`src/rtl/trap_event_ctrl.sv`:
```
// Sequencing controller for the trapezoidal shaper: filter clear, crossing detect,
// rise/flat-top timing, amplitude capture and a one-entry valid/ready event register.
module trap_event_ctrl #(
  parameter int DATA_W   = 20,
  parameter int RISE_LEN = 8,
  parameter int FLAT_LEN = 4,
  parameter int HOLDOFF  = 16,
  parameter int CLR_LEN  = 32,
  parameter int TS_W     = 32,
  parameter int CNT_W    = 16
) (
  input  logic              clk,
  input  logic              reset,
  input  logic              enable,
  input  logic              sample_en,
  input  logic [DATA_W-1:0] trap_data,
  input  logic [DATA_W-1:0] threshold,
  output logic              filter_rst_n,
  output logic              evt_valid,
  input  logic              evt_ready,
  output logic [DATA_W-1:0] evt_amp,
  output logic [TS_W-1:0]   evt_ts,
  output logic              evt_pileup,
  output logic              busy,
  output logic [CNT_W-1:0]  lost_cnt,
  output logic [CNT_W-1:0]  reject_cnt
);

  localparam int MAX_LEN = (RISE_LEN > FLAT_LEN) ?
                           ((RISE_LEN > HOLDOFF) ? RISE_LEN : HOLDOFF) :
                           ((FLAT_LEN > HOLDOFF) ? FLAT_LEN : HOLDOFF);
  localparam int SC_W = $clog2(MAX_LEN + 1);
  localparam int CC_W = $clog2(CLR_LEN + 1);
  localparam logic [SC_W-1:0] RISE_LAST = SC_W'(RISE_LEN - 1);
  localparam logic [SC_W-1:0] FLAT_LAST = SC_W'(FLAT_LEN - 1);
  localparam logic [SC_W-1:0] FLAT_MID  = SC_W'(FLAT_LEN / 2);
  localparam logic [SC_W-1:0] HOLD_LAST = SC_W'(HOLDOFF - 1);

  typedef enum logic [2:0] {S_IDLE, S_ARMED, S_RISE, S_FLAT, S_HOLDOFF} state_t;
  state_t state, state_d;

  logic [CC_W-1:0]   clr_cnt;
  logic              clr_done;
  logic [SC_W-1:0]   sc;
  logic [TS_W-1:0]   ts_cnt, ts_lat;
  logic [DATA_W-1:0] amp_lat, amp_now;
  logic              prev_above, above, crossing, pile_pend;
  logic              sc_clr, sc_inc, ts_take, cap_take, deliver, reject, pile_set;
  logic              load, lost_inc;

  assign clr_done = (clr_cnt == CC_W'(CLR_LEN));
  assign above    = $signed(trap_data) > $signed(threshold);
  assign crossing = sample_en && above && !prev_above;
  assign amp_now  = cap_take ? trap_data : amp_lat;
  assign load     = deliver && (!evt_valid || evt_ready);
  assign lost_inc = deliver && evt_valid && !evt_ready;

  always_ff @(posedge clk or posedge reset) begin
    if (reset) begin
      clr_cnt      <= '0;
      filter_rst_n <= 1'b0;
    end else if (!enable) begin
      clr_cnt      <= '0;
      filter_rst_n <= 1'b0;
    end else begin
      if (!clr_done) clr_cnt <= clr_cnt + 1'b1;
      filter_rst_n <= clr_done;
    end
  end

  always_ff @(posedge clk or posedge reset) begin
    if (reset) state <= S_IDLE;
    else       state <= state_d;
  end

  always_comb begin
    state_d  = state;
    sc_clr   = 1'b0;
    sc_inc   = 1'b0;
    ts_take  = 1'b0;
    cap_take = 1'b0;
    deliver  = 1'b0;
    reject   = 1'b0;
    pile_set = 1'b0;
    if (!enable) begin
      state_d = S_IDLE;
    end else begin
      case (state)
        S_IDLE: if (clr_done) state_d = S_ARMED;
        S_ARMED: if (crossing) begin
          state_d = S_RISE;
          sc_clr  = 1'b1;
          ts_take = 1'b1;
        end
        S_RISE: if (sample_en) begin
          if (!above) begin
            reject  = 1'b1;
            state_d = S_ARMED;
          end else if (sc == RISE_LAST) begin
            state_d = S_FLAT;
            sc_clr  = 1'b1;
          end else begin
            sc_inc = 1'b1;
          end
        end
        S_FLAT: if (sample_en) begin
          if (!above) begin
            reject  = 1'b1;
            state_d = S_ARMED;
          end else begin
            cap_take = (sc == FLAT_MID);
            if (sc == FLAT_LAST) begin
              deliver = 1'b1;
              state_d = S_HOLDOFF;
              sc_clr  = 1'b1;
            end else begin
              sc_inc = 1'b1;
            end
          end
        end
        S_HOLDOFF: if (sample_en) begin
          pile_set = crossing;
          if (sc == HOLD_LAST) state_d = S_ARMED;
          else                 sc_inc  = 1'b1;
        end
        default: state_d = S_IDLE;
      endcase
    end
  end

  always_ff @(posedge clk or posedge reset) begin
    if (reset) begin
      sc         <= '0;
      ts_cnt     <= '0;
      ts_lat     <= '0;
      amp_lat    <= '0;
      prev_above <= 1'b1;
      pile_pend  <= 1'b0;
      evt_valid  <= 1'b0;
      evt_amp    <= '0;
      evt_ts     <= '0;
      evt_pileup <= 1'b0;
      busy       <= 1'b0;
      lost_cnt   <= '0;
      reject_cnt <= '0;
    end else begin
      ts_cnt <= ts_cnt + 1'b1;
      // Re-arming from IDLE treats the stream as already high, so no stale crossing fires.
      if (state == S_IDLE) prev_above <= 1'b1;
      else if (sample_en)  prev_above <= above;
      if (sc_clr)      sc <= '0;
      else if (sc_inc) sc <= sc + 1'b1;
      if (ts_take)  ts_lat  <= ts_cnt;
      if (cap_take) amp_lat <= trap_data;
      if (!enable || deliver) pile_pend <= 1'b0;
      else if (pile_set)      pile_pend <= 1'b1;
      if (load) begin
        evt_valid  <= 1'b1;
        evt_amp    <= amp_now;
        evt_ts     <= ts_lat;
        evt_pileup <= pile_pend;
      end else if (evt_ready) begin
        evt_valid <= 1'b0;
      end
      if (lost_inc && lost_cnt != '1) lost_cnt <= lost_cnt + 1'b1;
      if (reject && reject_cnt != '1) reject_cnt <= reject_cnt + 1'b1;
      busy <= (state_d == S_RISE) || (state_d == S_FLAT) || (state_d == S_HOLDOFF);
    end
  end

endmodule
```
`config.mk`:
```
export PLATFORM = sky130hd
export DESIGN_NAME = trap_event_ctrl
export DESIGN_NICKNAME = d
export VERILOG_FILES = /design/src/rtl/trap_event_ctrl.sv
export SDC_FILE = /design/constraint.sdc
export NUM_CORES = 1
export LEC_CHECK = 0
export CAP_MARGIN = 10
export CORE_MARGIN = 2
export CORE_UTILIZATION = 55
export CTS_CLUSTER_DIAMETER = 100
export DETAILED_ROUTE_END_ITERATION = 10
export PLACE_DENSITY = 0.81
export SLEW_MARGIN = 30
export SYNTH_ARGS = -nofsm -noshare
export SYNTH_HDL_FRONTEND = slang
export SYNTH_SLANG_ARGS = --single-unit
```
`constraint.sdc`:
```
create_clock -name clk -period 15 [get_ports clk]
set_input_delay 3 -clock clk [delete_from_list [all_inputs] [get_ports clk]]
set_output_delay 3 -clock clk [all_outputs]
set_load 0.02 [all_outputs]
```
==> summary.md, run 1 <==
| Metric | Value |
|---|---|
| Status | `finished, final reports clean` |
| Drt total wl | `17,200 um` |
| Hold_sp | `ts_cnt[31]` |
| Max Cap Viol | `0` |
| Post-layout util | `69.5%` |
| Critical Path Source Type | `primary input` |
| Grt ovf | `0` |
| Root Driver | `clkbuf_16` |
| Top post-synthesis cells by area | `dfrtp_1 55%, mux2_2 8.3%, xnor2_1 4.3%` |
| RSZ-0062 raised after global routing | `no` |
| Area Overhead vs Synth | `23.9%` |
| Clk sinks | `188` |
| Leakage | `4.98 nW` |
| Syn_area_per_cell | `12.9 um^2` |
| Hold/Removal Path Class | `reg -> reg` |
| Residual DRC | `0` |
| Seq/Total Area, Yosys | `55.6%` |
| TNS Setup | `0 ns` |
| Vias/cell | `5.55` |
| Number of global-route vias before repair | `5,636` |
| Clock buffer depth | `2` |
| Clk pin slew, worst setup/hold paths | `0.06 ns` |
| Reg-to-Reg Start | `state[0]` |
| Number of hold buffers added after cts | `0` |
| Slew @ Worst Pin | `roughly 0.77 ns` |
| Top cell type's share of synthesized area | `55.3%` |
| Ys async rst share | `100%` |
| Main flop type after synthesis | `dfrtp_1` |
| NumNets Final | `slightly below 900` |
| CP max FO | `around 40` |
| Tmin final | `6.12 ns` |
| Port Buf Inserts | `132` |
| Routed vias | `5,513` |
| Drt wl/cell | `between 15 and 20 um` |
| Antenna cells | `0` |
| H-tree lvl count | `4` |
| Die area | `16,400 um^2` |
| Gr usage total | `22.2%` |
| TritonRoute pass-1 iters | `5` |
| # IOs | `133` |
| CTS tree | `done` |
| Worst setup EP type | `register` |
| Dpl hpwl | `12,100 um` |
| Worst path cell trace | `clkdlybuf4s50_1 > inv_1 > ha_1 > nand4_1 > nor4_2 > o21ai_2 > a311oi_4 > nand2_2 > nor2_4 > buf_4 > mux2_2` |
| Fin crit share | `between 40 and 50%` |
| CP top delay family | `buffers and inverters` |
| Initial antenna violation count | `0` |
| Synthesized net count | `730` |
| Final Max Tran Viols | `0` |
| Synth area leader | `dfrtp_1` |
| Mapped cell area | `~8500 um^2` |
| Worst endpoint data arrival time | `6.43 ns` |
| Row Count | `45` |
| Netlist cell types | `65` |
| Crit path buf inv count | `3` |
| Initial core utilization | `56.1%` |
| Crit-path max cell delay | `0.54 ns` |
| Clock Latency Late Sink | `between 0.4 and 0.5 ns` |
| Post-cts resize count | `0` |
| Final Hold Viols | `0` |
| Critical Path RT | `~15 ns` |
| First-pass GRT wire length | `28,300 um` |
| Slew HR | `about 50%` |
| Register bit total from synthesis | `188` |
| Die extent in x | `128 um` |
| Iter 0 DRT Violations | `337` |
| Cell count after synthesis | `between 600 and 700` |
| CP max-delay cell | `buf_4` |
| Core region area | `roughly 15,000 um^2` |
| Routed Antenna Nets | `0` |
| Synth warn | `0` |
| Crit. Startpoint | `threshold[18]` |
| Total CTS buffers | `17` |
| Setup bufs post-CTS | `0` |
| Placer Congestion | `roughly 0.8` |
| Share of layout cells above drive strength 1 | `16.9%` |
| Cell Pwr Density | `93.3 nW/um^2` |
| Post-synth EDFFs | `0` |
| Final setup violation count | `0` |
| Largest net degree at the start of global routing | `105` |
| Highest Clock Rate | `~160 MHz` |
| Die Ht | `~130 um` |
| CP Class | `in -> reg` |
| Peak VDD IR | `0.0000768 V` |
| Clock Skew | `approximately 0.0073 ns` |
## cell type report
cell class                 instances  area [um^2]
sequential                       188         4710
fill                            1069         4610
multi-input combinational        410         3470
timing repair buffer             136         1360
clock buffer                      23          468
tap                              188          235
inverter                          40          158
clock inverter                     9         88.8
## routing by layer
layer | global-route usage [%] | vias to the layer above | wire length [um]
met1 | 29.4 | 2767 | 7630
met5 | 0 | - | 0
met3 | 5.84 | 23 | 980
met2 | 35.4 | 166 | 8330
li1 | - | 2557 | -
met4 | 8.47 | 0 | 266
## per-stage QoR
step                setup slack, ns  power, mW  instance area [um^2]  std cells  hold WS, ns
global route                   8.66       1.02                 10500        994        0.500
global placement               8.56      0.563                  9910        962        0.454
floorplan                      6.89      0.543                  8460        657        0.436
CTS                            8.86      0.988                 10500        994        0.480
detailed placement             8.41      0.565                  9910        962        0.467
finish                         8.88      0.977                 10500        994        0.474
## synthesized netlist by cell type, types with 6 or more instances
master	count
dfrtp_1	187
mux2_2	62
xnor2_1	42
inv_1	39
nand2_1	37
nand3_1	32
ha_1	28
mux2_1	24
nor2_1	23
xor2_1	23
mux2_4	21
nor3_1	16
and3_1	14
a21oi_1	11
nand4_1	11
o21ai_0	6
## worst paths after layout
path	slack, ns	end	cells past startpoint
max	8.88	evt_ts[1]	11
min	0.47	ts_cnt[31]	1
max reg2reg	12.10	evt_ts[1]	7
min reg2reg	0.47	ts_cnt[31]	1
max in group asynchronous	10.74	reject_cnt[9]	3
min in group asynchronous	3.09	evt_amp[16]	2
## cells in the final DEF, fill, tap and decap left out, types with 3 or more instances in the layout
cell type / count
clkdlybuf4s50_1: 132
a21oi_1: 11
clkbuf_1: 4
clkbuf_16: 17
nand3_1: 32
nor2_1: 23
and2_1: 5
clkinvlp_4: 3
mux2_2: 62
xnor2_1: 42
and4_1: 4
nand2_1: 37
ha_1: 28
nor3_1: 16
nand4_1: 11
o21ai_0: 6
inv_1: 38
xor2_1: 23
mux2_4: 21
buf_4: 3
mux2_1: 24
nor4_1: 4
and3_1: 14
dfrtp_1: 187
nor4_2: 3
## power breakdown
group,switching (mW),total (mW),internal (mW)
combinational,0.0261,0.0456,0.0195
clock,0.184,0.422,0.238
sequential,0.00161,0.510,0.508
total,0.212,0.977,0.766
## kinds of logic after synthesis
logic type | synth area share, %
flops | 55.6
simple gates | 10.6
mux | 15.3
xor+xnor | 6.73
buf+inv | 3.43
compound gates | 4.13
fa+ha+maj | 4.14
## registers in the layout, indices dropped and copies added (netlist names)
name and count:
amp_lat 20, busy 1, clr_cnt 6, evt_amp 20, evt_pileup 1, evt_ts 32, evt_valid 1, filter_rst_n 1
lost_cnt 16, pile_pend 1, prev_above 1, reject_cnt 16, sc 5, state 3, ts_cnt 32, ts_lat 32
Note: power is estimated with default switching activity, not from simulation.
==> run 2, diff against run 1 <==
- CORE_UTILIZATION: 55 -> 49
- PLACE_DENSITY: 0.81 -> 0.77
- clock period: 15 -> 5.5 ns (I/O delays scaled with it)
==> run 2 against run 1 <==
Design area is 1.2% higher. Worst hold slack improved by 0.0044 ns. Flip-flop and latch count unchanged. Register-to-register slack worse by 9.3 ns. Cell count rose by 3.8%. Die area rose by 12%. Global-route usage fell by 2.5 points. Core utilization fell by 7.2 points. Sequential power rose to 2.7 times the previous value. Total power rose to 2.8 times the previous value. Critical path depth shrank 1. First-iteration DRC count fell by 29%. Critical endpoint is now evt_amp[6]. Largest cell class unchanged. Largest power group unchanged.
==> summary.md, run 2 (same netlist as run 1, synthesis figures left out) <==
| Metric | Value |
|---|---|
| Status | `finished, final reports clean` |
| Clock Power Share | `45.0%` |
| CTS tree | `done` |
| Final Non-Filler Cells | `1,032` |
| First-pass GRT wire length | `between 20,000 and 30,000 um` |
| Clk sinks | `188` |
| Switching Fraction | `22.6%` |
| Slew @ Worst Pin | `between 0.6 and 0.7 ns` |
| CP max FO | `20` |
| Drt total wl | `between 15,000 and 20,000 um` |
| Placer Congestion | `0.797` |
| Final Hold Viols | `0` |
| Crit-path max cell delay | `0.58 ns` |
| Die extent in x | `about 140 um` |
| RSZ-0062 raised after global routing | `no` |
| Post-layout util | `between 60% and 70%` |
| Share of layout cells above drive strength 1 | `17.3%` |
| Largest registers | `evt_ts x32, ts_cnt x32, ts_lat x32` |
| Number of global-route vias before repair | `5,841` |
| Internal | `between 2 and 2.5 mW` |
| Peak VDD IR | `0.000216 V` |
| Post-cts resize count | `0` |
| Routed Antenna Nets | `0` |
| Vias/cell | `5.29` |
| Worst path cell trace | `clkdlybuf4s50_1 > inv_1 > ha_1 > nand4_1 > nor4_2 > o21ai_2 > a311oi_4 > and4_4 > mux2_4 > mux2_2` |
| Dpl hpwl | `11,600 um` |
| Final Max Tran Viols | `0` |
| Antenna cells | `0` |
| Slew HR | `approximately 54%` |
| Worst endpoint data arrival time | `about 4.2 ns` |
| Hold/Removal Path Class | `reg -> reg` |
| Initial antenna violation count | `0` |
| Grt ovf | `0` |
| NumNets Final | `~870` |
| Area Overhead vs Synth | `25.4%` |
| Flop pwr share | `50.4%` |
| Leakage | `5.02 nW` |
| CP max-delay cell | `and4_4` |
| DR top layer | `met4` |
| Max Cap Viol | `0` |
| Critical Path RT | `5.81 ns` |
| Most frequent cells in the layout | `187 x dfrtp_1, 132 x clkdlybuf4s50_1, 62 x mux2_2` |
| Setup bufs post-CTS | `0` |
| Number of hold buffers added after cts | `0` |
| Row Count | `48` |
| Hold Slack | `around 0.48 ns` |
| Largest net degree at the start of global routing | `between 150 and 200` |
| Clock Latency Late Sink | `0.44 ns` |
| H-tree lvl count | `4` |
| Met1 Routed Length | `7350 um` |
| Die area | `18,300 um^2` |
| Core region area | `17,100 um^2` |
| Port Buf Inserts | `132` |
| Commonest non-fill, non-tap cell in the layout | `dfrtp_1` |
| Crit path buf inv count | `2` |
| Residual DRC | `0` |
| # IOs | `133` |
| Final setup violation count | `0` |
| Routed vias | `5,461` |
| Total CTS buffers | `17` |
| TritonRoute pass-1 iters | `4` |
| Comb power frac | `4.6%` |
| Root Driver | `clkbuf_16` |
| Tmin final | `between 3 and 4 ns` |
| Gr usage total | `19.7%` |
| Metal2 WL | `8260 um` |
| Initial core utilization | `49.6%` |
| Iter 0 DRT Violations | `240` |
| Critical Path Source Type | `primary input` |
| Net Sw Power | `0.624 mW` |
| CP top delay family | `simple AND/OR/NAND/NOR gates` |
| Fin crit share | `71.3%` |
| Met3 routed WL | `795 um` |
| Worst setup EP type | `register` |
| Clock buffer depth | `2` |
| Clock Skew | `about 0.012 ns` |
| Clk pin slew, worst setup/hold paths | `about 0.070 ns` |
| Placed insts | `999` |
| Die Ht | `approximately 140 um` |
| Cell Pwr Density | `260 nW/um^2` |
| CP Class | `in -> reg` |
| Highest Clock Rate | `255 MHz` |
| Drt wl/cell | `approximately 16 um` |
| TNS Setup | `0 ns` |
run 2: metal layers:
layer,vias to the layer above,GRT usage [%]
met5,-,0
met4,0,7.29
met3,30,4.41
met2,133,33.0
met1,2732,25.3
li1,2566,-
run 2: layout make-up:
type	instances	area [um^2]
clock buffer	19	443
clock inverter	13	153
fill	1312	6450
inverter	40	154
multi-input combinational	410	3470
sequential	188	4710
tap	225	282
timing repair buffer	137	1400
run 2: power by group through the flow:
stage	logic, mW	clock network (mW)	registers, mW
6_report	0.127	1.24	1.39
5_1_grt	0.144	1.33	1.39
3_3_place_gp	0.120	0	1.42
4_1_cts	0.127	1.26	1.39
3_5_place_dp	0.126	0	1.42
2_1_floorplan	0.0655	0	1.42
run 2: final timing paths:
path / start / to / slack, ns / depth (start not counted)
hold / removal: ts_cnt[31] / ts_cnt[31] / 0.48 / 1
min in group asynchronous: reset / evt_ts[28] / 1.16 / 3
setup / recovery: threshold[19] / evt_amp[6] / 1.58 / 10
hold reg to reg: ts_cnt[31] / ts_cnt[31] / 0.48 / 1
max in group asynchronous: reset / prev_above / 3.54 / 4
setup reg to reg: state[0] / evt_amp[6] / 2.83 / 6
run 2: through the flow:
stage                     instance area (um^2)  setup slack (ns)  power (mW)
final                                    10600              1.58        2.76
after global routing                     10600              1.42        2.86
after CTS                                10600              1.58        2.78
after detailed placement                  9980              1.13        1.54
after global placement                    9980              1.20        1.54
after floorplan                           8460              1.95        1.48
==> run 3, diff against run 2 <==
- CORE_UTILIZATION: 49 -> 54
- PLACE_DENSITY: 0.77 -> 0.8
- clock period: 5.5 -> 3.9 ns (I/O delays scaled with it)
==> run 3 against run 2 <==
Non-clock buffer count increased by 12. Routed wire length rose by 4.4%. Worst setup slack worse by 1.1 ns. Die area fell by 9.0%. Global-route usage grew 2.5 points. Register-to-register slack lost 1.5 ns. Count of clock-buffer cells in the layout is 2 higher. Core utilization rose by 8.0 points. Largest power group unchanged. Critical endpoint is now evt_amp[2]. Sequential share of layout area decreased by 0.44 points.
==> summary.md, run 3 (same netlist as run 1, synthesis figures left out) <==
| Metric | Value |
|---|---|
| Most frequent cells in the layout | `187 x dfrtp_1, 132 x clkdlybuf4s50_1, 62 x mux2_2` |
| Largest registers | `evt_ts x32, ts_cnt x32, ts_lat x32` |
| Vias/cell | `5.36` |
| Worst endpoint data arrival time | `approximately 3.7 ns` |
| Clk pin slew, worst setup/hold paths | `around 0.07 ns` |
| Post-cts resize count | `0` |
| NumNets Final | `approximately 880` |
| Comb power frac | `under 10%` |
| Clk sinks | `188` |
| CTS tree | `done` |
| Placer Congestion | `0.880` |
| Clock Power Share | `44.0%` |
| TNS Setup | `0 ns` |
| Iter 0 DRT Violations | `350` |
| TritonRoute pass-1 iters | `5` |
| Net Sw Power | `0.857 mW` |
| Die area | `between 15,000 and 20,000 um^2` |
| Flop pwr share | `51.2%` |
| Drt total wl | `17,500 um` |
| Status | `finished, final reports clean` |
| Highest Clock Rate | `291 MHz` |
| Switching Fraction | `22.4%` |
| Clock Skew | `0.00994 ns` |
| Routed vias | `5,525` |
| Slew @ Worst Pin | `0.778 ns` |
| Number of hold buffers added after cts | `0` |
| Largest net degree at the start of global routing | `71` |
| Core region area | `15,300 um^2` |
| Final setup violation count | `0` |
| CP Class | `in -> reg` |
| First-pass GRT wire length | `29,400 um` |
| Cell Pwr Density | `358 nW/um^2` |
| Critical Path Source Type | `primary input` |
| Drt wl/cell | `17.0 um` |
| Internal | `2.97 mW` |
| Routed Antenna Nets | `0` |
| Final Non-Filler Cells | `1,030` |
| Residual DRC | `0` |
| # IOs | `133` |
| Dpl hpwl | `about 12,000 um` |
| Die Ht | `~130 um` |
| RSZ-0062 raised after global routing | `no` |
| Leakage | `5.08 nW` |
| Worst setup EP type | `register` |
| Commonest non-fill, non-tap cell in the layout | `dfrtp_1` |
| Port Buf Inserts | `132` |
| Share of layout cells above drive strength 1 | `between 10% and 20%` |
| H-tree lvl count | `4` |
| Antenna cells | `0` |
| Initial antenna violation count | `0` |
| Filler cells | `1,044` |
| Setup bufs post-CTS | `0` |
| Die extent in x | `129 um` |
| Total CTS buffers | `17` |
| Max Cap Viol | `0` |
| Clock Latency Late Sink | `0.42 ns` |
| Tmin final | `3.44 ns` |
| Hold/Removal Path Class | `reg -> reg` |
| Root Driver | `clkbuf_16` |
| Slew HR | `48.1%` |
| CP max FO | `11` |
| Final Hold Viols | `0` |
| Gr usage total | `~22%` |
| Grt ovf | `0` |
| Number of global-route vias before repair | `5,743` |
| Clock buffer depth | `2` |
| Fin crit share | `88.2%` |
| Placed insts | `998` |
| Final Max Tran Viols | `0` |
| Peak VDD IR | `between 0.0002 and 0.0003 V` |
| Row Count | `45` |
| Area Overhead vs Synth | `26.7%` |
| Critical Path RT | `4.20 ns` |
| Initial core utilization | `a little under three fifths` |
run 3: power groups by stage:
| stage | logic, mW | registers, mW | clock network (mW) |
|---|---|---|---|
| floorplan | 0.0924 | 2.00 | 0 |
| global placement | 0.180 | 2.00 | 0 |
| detailed placement | 0.187 | 2.00 | 0 |
| CTS | 0.188 | 1.96 | 1.73 |
| global route | 0.208 | 1.96 | 1.83 |
| finish | 0.185 | 1.96 | 1.69 |
run 3: final timing paths:
path                               startpoint          end  slack [ns]  cells past startpoint
worst max-delay path            threshold[18]   evt_amp[2]        0.46                     11
worst min-delay path               ts_lat[16]   ts_lat[16]        0.48                      1
worst max register to register    lost_cnt[4]  lost_cnt[1]        1.32                      6
worst min register to register     ts_lat[16]   ts_lat[16]        0.48                      1
max in group asynchronous               reset   ts_lat[25]        2.17                      3
min in group asynchronous               reset    ts_cnt[4]        0.68                      2
run 3: area by class of cell:
cell class / instances / area [um^2] / area share (%)
Timing Repair Buffer: 149 / 1540 / 14.3
Sequential cell: 188 / 4710 / 43.9
Clock buffer: 21 / 460 / 4.30
Tap cell: 211 / 264 / 2.46
Multi-Input combinational cell: 410 / 3470 / 32.4
Clock inverter: 11 / 125 / 1.17
Inverter: 40 / 154 / 1.44
run 3: worst max-delay path, stage by stage:
cell	delay, ns
clkdlybuf4s50_1	0.47
inv_1	0.05
ha_1	0.29
nand4_1	0.18
nor4_2	0.45
o21ai_2	0.17
a311oi_4	0.30
and4_4	0.30
buf_12	0.16
mux2_4	0.31
mux2_2	0.27
run 3: routing by layer:
layer	vias up	global-route usage [%]	wire length, um
met5	-	0	0
met1	2741	30.4	8040
li1	2594	-	-
met3	19	5.16	861
met2	171	35.6	8410
met4	0	7.10	183
run 3: per-stage QoR:
stage | hold WS, ns | worst slack [ns] | util [%] | instance area (um^2) | total power [mW]
after floorplan | 0.436 | 0.672 | - | 8460 | 2.09
after CTS | 0.479 | 0.471 | 70.2 | 10700 | 3.87
after global placement | 0.458 | 0.168 | 66.3 | 10100 | 2.18
after global routing | 0.500 | 0.264 | 70.2 | 10700 | 3.99
after detailed placement | 0.466 | 0.0543 | 66.4 | 10100 | 2.18
final | 0.484 | 0.458 | 70.2 | 10700 | 3.83
==> edit 1: new RTL, config.mk and constraints of run 2 <==
Encoding of `state_t`: now one-hot (5 bits for 5 states).
--- a/src/rtl/trap_event_ctrl.sv
+++ b/src/rtl/trap_event_ctrl.sv
@@ -36,7 +36,7 @@
   localparam logic [SC_W-1:0] FLAT_MID  = SC_W'(FLAT_LEN / 2);
   localparam logic [SC_W-1:0] HOLD_LAST = SC_W'(HOLDOFF - 1);
 
-  typedef enum logic [2:0] {S_IDLE, S_ARMED, S_RISE, S_FLAT, S_HOLDOFF} state_t;
+  typedef enum logic [4:0] {S_IDLE = 5'b00001, S_ARMED = 5'b00010, S_RISE = 5'b00100, S_FLAT = 5'b01000, S_HOLDOFF = 5'b10000} state_t;
   state_t state, state_d;
 
   logic [CC_W-1:0]   clr_cnt;
Check against the original RTL: no difference found for any inputs over 10 cycles, from zero or initial values and one cycle with reset high; not proved beyond that.
==> edit 1 against run 2 <==
Sequential cell count increased by 2; non-clock buffer count increased by 7; setup slack got worse by 0.12 ns; design area increased by 4.4%; wire length increased by 12%; first-iteration DRC count increased by 91%; clock power decreased by 3%; die area increased by 5.1%; highest routed layer unchanged; critical path type unchanged; critical endpoint is now evt_pileup; total power decreased by 0.36%; area after synthesis increased by 5.3%.
==> edit 1: results (changes against run 2) <==
----------------------------------------------------
[Worst setup path]
  Crit Reg-Reg Endpoint ... lost_cnt[9]
  Logic depth of the worst register-to-register path ... 7 (+1)
  Data arrival at the endpoint of the critical path ... 4.34 ns (+0.11 ns)
  Largest incremental delay on the critical path ... 0.68 ns (+0.10 ns)
  Worst flop-to-flop path startpoint ... state[1]
  Worst path slowest cell ... sky130_fd_sc_hd__nor3_4
  Maximum fanout encountered on the critical timing path ... 13 (-35%)

[Route]
  Met3 wire length ... 634 um (-20%)
  Mean number of vias per cell ... 5.47 (+3.3%)
  Overall routed net length ... 18.7 mm (+12%)
  Length of routed met2 wiring ... 9.30 mm (+13%)
  Count of routing violations after the opening detailed-route iteration ... 459 (+91%)
  Average wire per standard cell ... 16.3 um (+0.42%)

[Logic synthesis]
  Parity-gate share of the synthesized area counting xor and xnor cells ... 0.0639 (-0.00336)
  Nets in the synthesized netlist ... 847 (+16%)
  Post-synthesis adder-cell area fraction ... 0.0393 (-0.00207)
  Synthesized-area fraction occupied by ao, oa, aoi and oai cells ... 0.0662 (+0.0249)
  Sequential cell area fraction in the yosys report ... 0.534 (-0.0220)
  Commonest cells post-synth ... 188 x sky130_fd_sc_hd__dfrtp_1, 86 x sky130_fd_sc_hd__mux2_2, 67 x sky130_fd_sc_hd__nor2_1
  Unique masters post-synth ... 62 (-4.6%)

[Pwr]
  Pleak ... 5.21 nW (+3.7%)
  Largest voltage drop on the vdd net ... 0.243 mV (+13%)

[Timing]
  Worst rel slew slack ... 0.461 (-0.0767)
  Hold WS ... 0.465 ns (-0.0135 ns)
  Worst clock skew ... 0.0274 ns (+0.0156 ns)
  Max frequency ... 248 MHz (-2.9%)

[Placement]
  Post-detailed-placement half-perimeter wirelength ... 12.9 mm (+11%)
  Routability congestion estimate ... 0.876 (+10%)
  Pre-CTS setup slack ... 1.04 ns (-0.0940 ns)

[Global routing]
  Maximum number of pins on one net before global-route repair ... 191 (+1.1%)
  Number of global-route vias before repair ... 6371 (+9.1%)

[Layout]
  Net count of the finished layout ... 980 (+13%)
  Layout fillers ... 1466 (+12%)
  Post-route core utilization ... 0.619 (-0.00332)

[Run status]
  Outcome ... finished, final reports clean

----------------------------------------------------
edit 1: changes by cell type after synthesis, sizes merged, moves of 4 or more:
cell / delta
nor2: +43
o21ai: +23
mux2: -20
o22a: +20
nand4: +16
clkbuf: +11
and3: +7
a21oi: +5
nand3: +5
and4: +4
nand2: -4
nor4: -4
edit 1: how the worst max path moves through the flow:
stage                      end     startpoint  cells after the start
floorplan           amp_lat[0]          reset                      1
global placement    evt_ts[18]  trap_data[19]                     10
detailed placement  evt_ts[25]  trap_data[19]                     10
CTS                 evt_pileup  trap_data[19]                     10
global route        evt_ts[27]  trap_data[19]                     10
finish              evt_pileup  trap_data[19]                     10
edit 1: layer usage:
metal  track usage  vias to the layer above
met5             0                        -
met4        0.0744                        0
met3        0.0445                       20
met2         0.334                      122
met1         0.264                     3138
li1              -                     2997
edit 1: cell type report:
class | count | share of cell area
Clock buffer | 17 | 0.0384
Timing Repair Buffer | 144 | 0.131
Tap cell | 229 | 0.0259
Inverter | 39 | 0.0136
Multi-Input combinational cell | 515 | 0.347
Sequential cell | 190 | 0.429
Clock inverter | 14 | 0.0138
edit 1: critical path: cells and delay by family:
family                     cells  cell delay, ns
adders and majority gates      1            0.41
buffers and inverters          2            0.81
muxes                          1            0.35
and+or+nand+nor                6            1.68
edit 1: power by group through the flow:
stage | logic [mW] | registers [mW] | clock network (mW)
floorplan | 0.0783 | 1.43 | 0
global placement | 0.140 | 1.43 | 0
detailed placement | 0.142 | 1.43 | 0
CTS | 0.142 | 1.40 | 1.23
global route | 0.160 | 1.40 | 1.29
finish | 0.143 | 1.40 | 1.20
==> edit 2: new RTL, flow settings as in run 2 <==
Without the edit above. Change the parameter `TS_W` from 32 to 64.
--- a/src/rtl/trap_event_ctrl.sv
+++ b/src/rtl/trap_event_ctrl.sv
@@ -6,7 +6,7 @@
   parameter int FLAT_LEN = 4,
   parameter int HOLDOFF  = 16,
   parameter int CLR_LEN  = 32,
-  parameter int TS_W     = 32,
+  parameter int TS_W     = 64,
   parameter int CNT_W    = 16
 ) (
   input  logic              clk,
Interface: changed (resized evt_ts); port bits go from 133 to 165. The function was not compared with the original's and may differ.
==> edit 2 against run 2 <==
Register-to-register slack worse by 0.22 ns; maximum frequency down 2.0%; die area up 44%; sequential cell count up 96; wire length up 41%; setup slack worse by 0.081 ns; design area up 44%; via count up 40%; first-iteration DRC count up 61%; critical path depth up 1; total power up 52%; area after synthesis up 45%; hold slack worse by 0.016 ns; count of clock-buffer cells in the layout up 26; critical path type unchanged.
==> edit 2: results (changes against run 2) <==
----------------------------------------------------
[Global routing]
  Met1 layer usage reported by global route ... 0.264 (+0.0116)
  Number of global-route vias before repair ... 7813 (+34%)

[Timing]
  Hold WS ... 0.463 ns (-0.0157 ns)
  Worst rel slew slack ... 0.423 (-0.115)

[Layout]
  Layout clock buffer count ... 45 (+26)
  Share of final-layout standard cells stronger than drive strength 1 ... 0.201 (+0.0272)
  Layout fillers ... 1833 (+40%)
  Count of sequential standard cells ... 284 (+51%)
  Non-clock inverter total of the final layout ... 36 (-10%)
  Area of the multi-input gates ... 0.00489 mm^2 (+41%)
  Buffer share of cell area ... 0.117 (-0.0154)
  Non-clock buffers ... 173 (+26%)
  Register Area ... 0.00711 mm^2 (+51%)

[Worst setup path]
  CP endpoint ... ts_lat[53]
  Worst path slowest cell ... sky130_fd_sc_hd__and4_2
  Worst flop-to-flop path startpoint ... state[2]
  Setup slack, reg-to-reg ... 2.61 ns (-0.22 ns)
  Maximum fanout encountered on the critical timing path ... 13 (-35%)

[Placement]
  Cell area after placement ... 0.0143 mm^2 (+43%)
  Post-detailed-placement half-perimeter wirelength ... 15.8 mm (+36%)
  Count of buffers inserted at the top-level ports ... 164 (+24%)
  Routability congestion estimate ... 0.827 (+3.8%)

[Logic synthesis]
  Sequential cell area fraction in the yosys report ... 0.580 (+0.0234)
  Nets in the synthesized netlist ... 1005 (+38%)
  Leading cell types by total area after synthesis ... sky130_fd_sc_hd__dfrtp_1 58%, sky130_fd_sc_hd__mux2_2 11%, sky130_fd_sc_hd__mux2_4 4.9%, sky130_fd_sc_hd__xnor2_1 4.7%, sky130_fd_sc_hd__ha_1 2.9%
  Commonest cells post-synth ... 283 x sky130_fd_sc_hd__dfrtp_1, 116 x sky130_fd_sc_hd__mux2_2, 66 x sky130_fd_sc_hd__xnor2_1
  Synthesized-area fraction occupied by ao, oa, aoi and oai cells ... 0.0198 (-0.0215)
  Post-synthesis adder-cell area fraction ... 0.0286 (-0.0128)

[Run status]
  Outcome ... finished, final reports clean

[Route]
  Average wire per standard cell ... 16.2 um (-0.12%)
  Length of routed met2 wiring ... 10.9 mm (+32%)
  Total number of vias ... 7623 (+40%)
  Wire length on met1 ... 11.3 mm (+54%)

[Pwr]
  Internal ... 3.29 mW (+54%)
  Fraction of power consumed by sequential logic ... 0.500 (-0.004)

[Clock tree]
  Number of buffers inserted during clock tree synthesis ... 30 (+13)
  Clock Latency Late Sink ... 0.56 ns (+0.12 ns)
  H-tree levels ... 1 (-3)

[Floorplan]
  Total Die Area ... 0.0263 mm^2 (+44%)

[Worst hold path]
  Startpoint of the worst hold path ... ts_cnt[63]

----------------------------------------------------
[edit 2: cell types whose count changed in the layout (fill, tap and decap cells not counted), sizes merged, moves of 7 or more]
| cell | before | now |
|---|---|---|
| and3 | 15 | 27 |
| clkbuf | 19 | 45 |
| clkdlybuf4s50 | 132 | 164 |
| dfrtp | 187 | 283 |
| inv | 45 | 36 |
| mux2 | 107 | 171 |
| mux2i | 1 | 8 |
| nand2 | 38 | 56 |
| nand3 | 32 | 47 |
| nand4 | 11 | 24 |
| nor2 | 24 | 36 |
| nor2b | 1 | 10 |
| xnor2 | 42 | 66 |
[edit 2: metrics by stage]
step	power, mW	util	std cells	setup slack (ns)
2_1_floorplan	2.21	-	932	0.638
5_1_grt	4.36	0.626	1455	1.32
3_5_place_dp	2.27	0.585	1401	0.885
6_report	4.19	0.626	1455	1.50
4_1_cts	4.24	0.625	1454	1.47
3_3_place_gp	2.27	0.585	1401	1.03
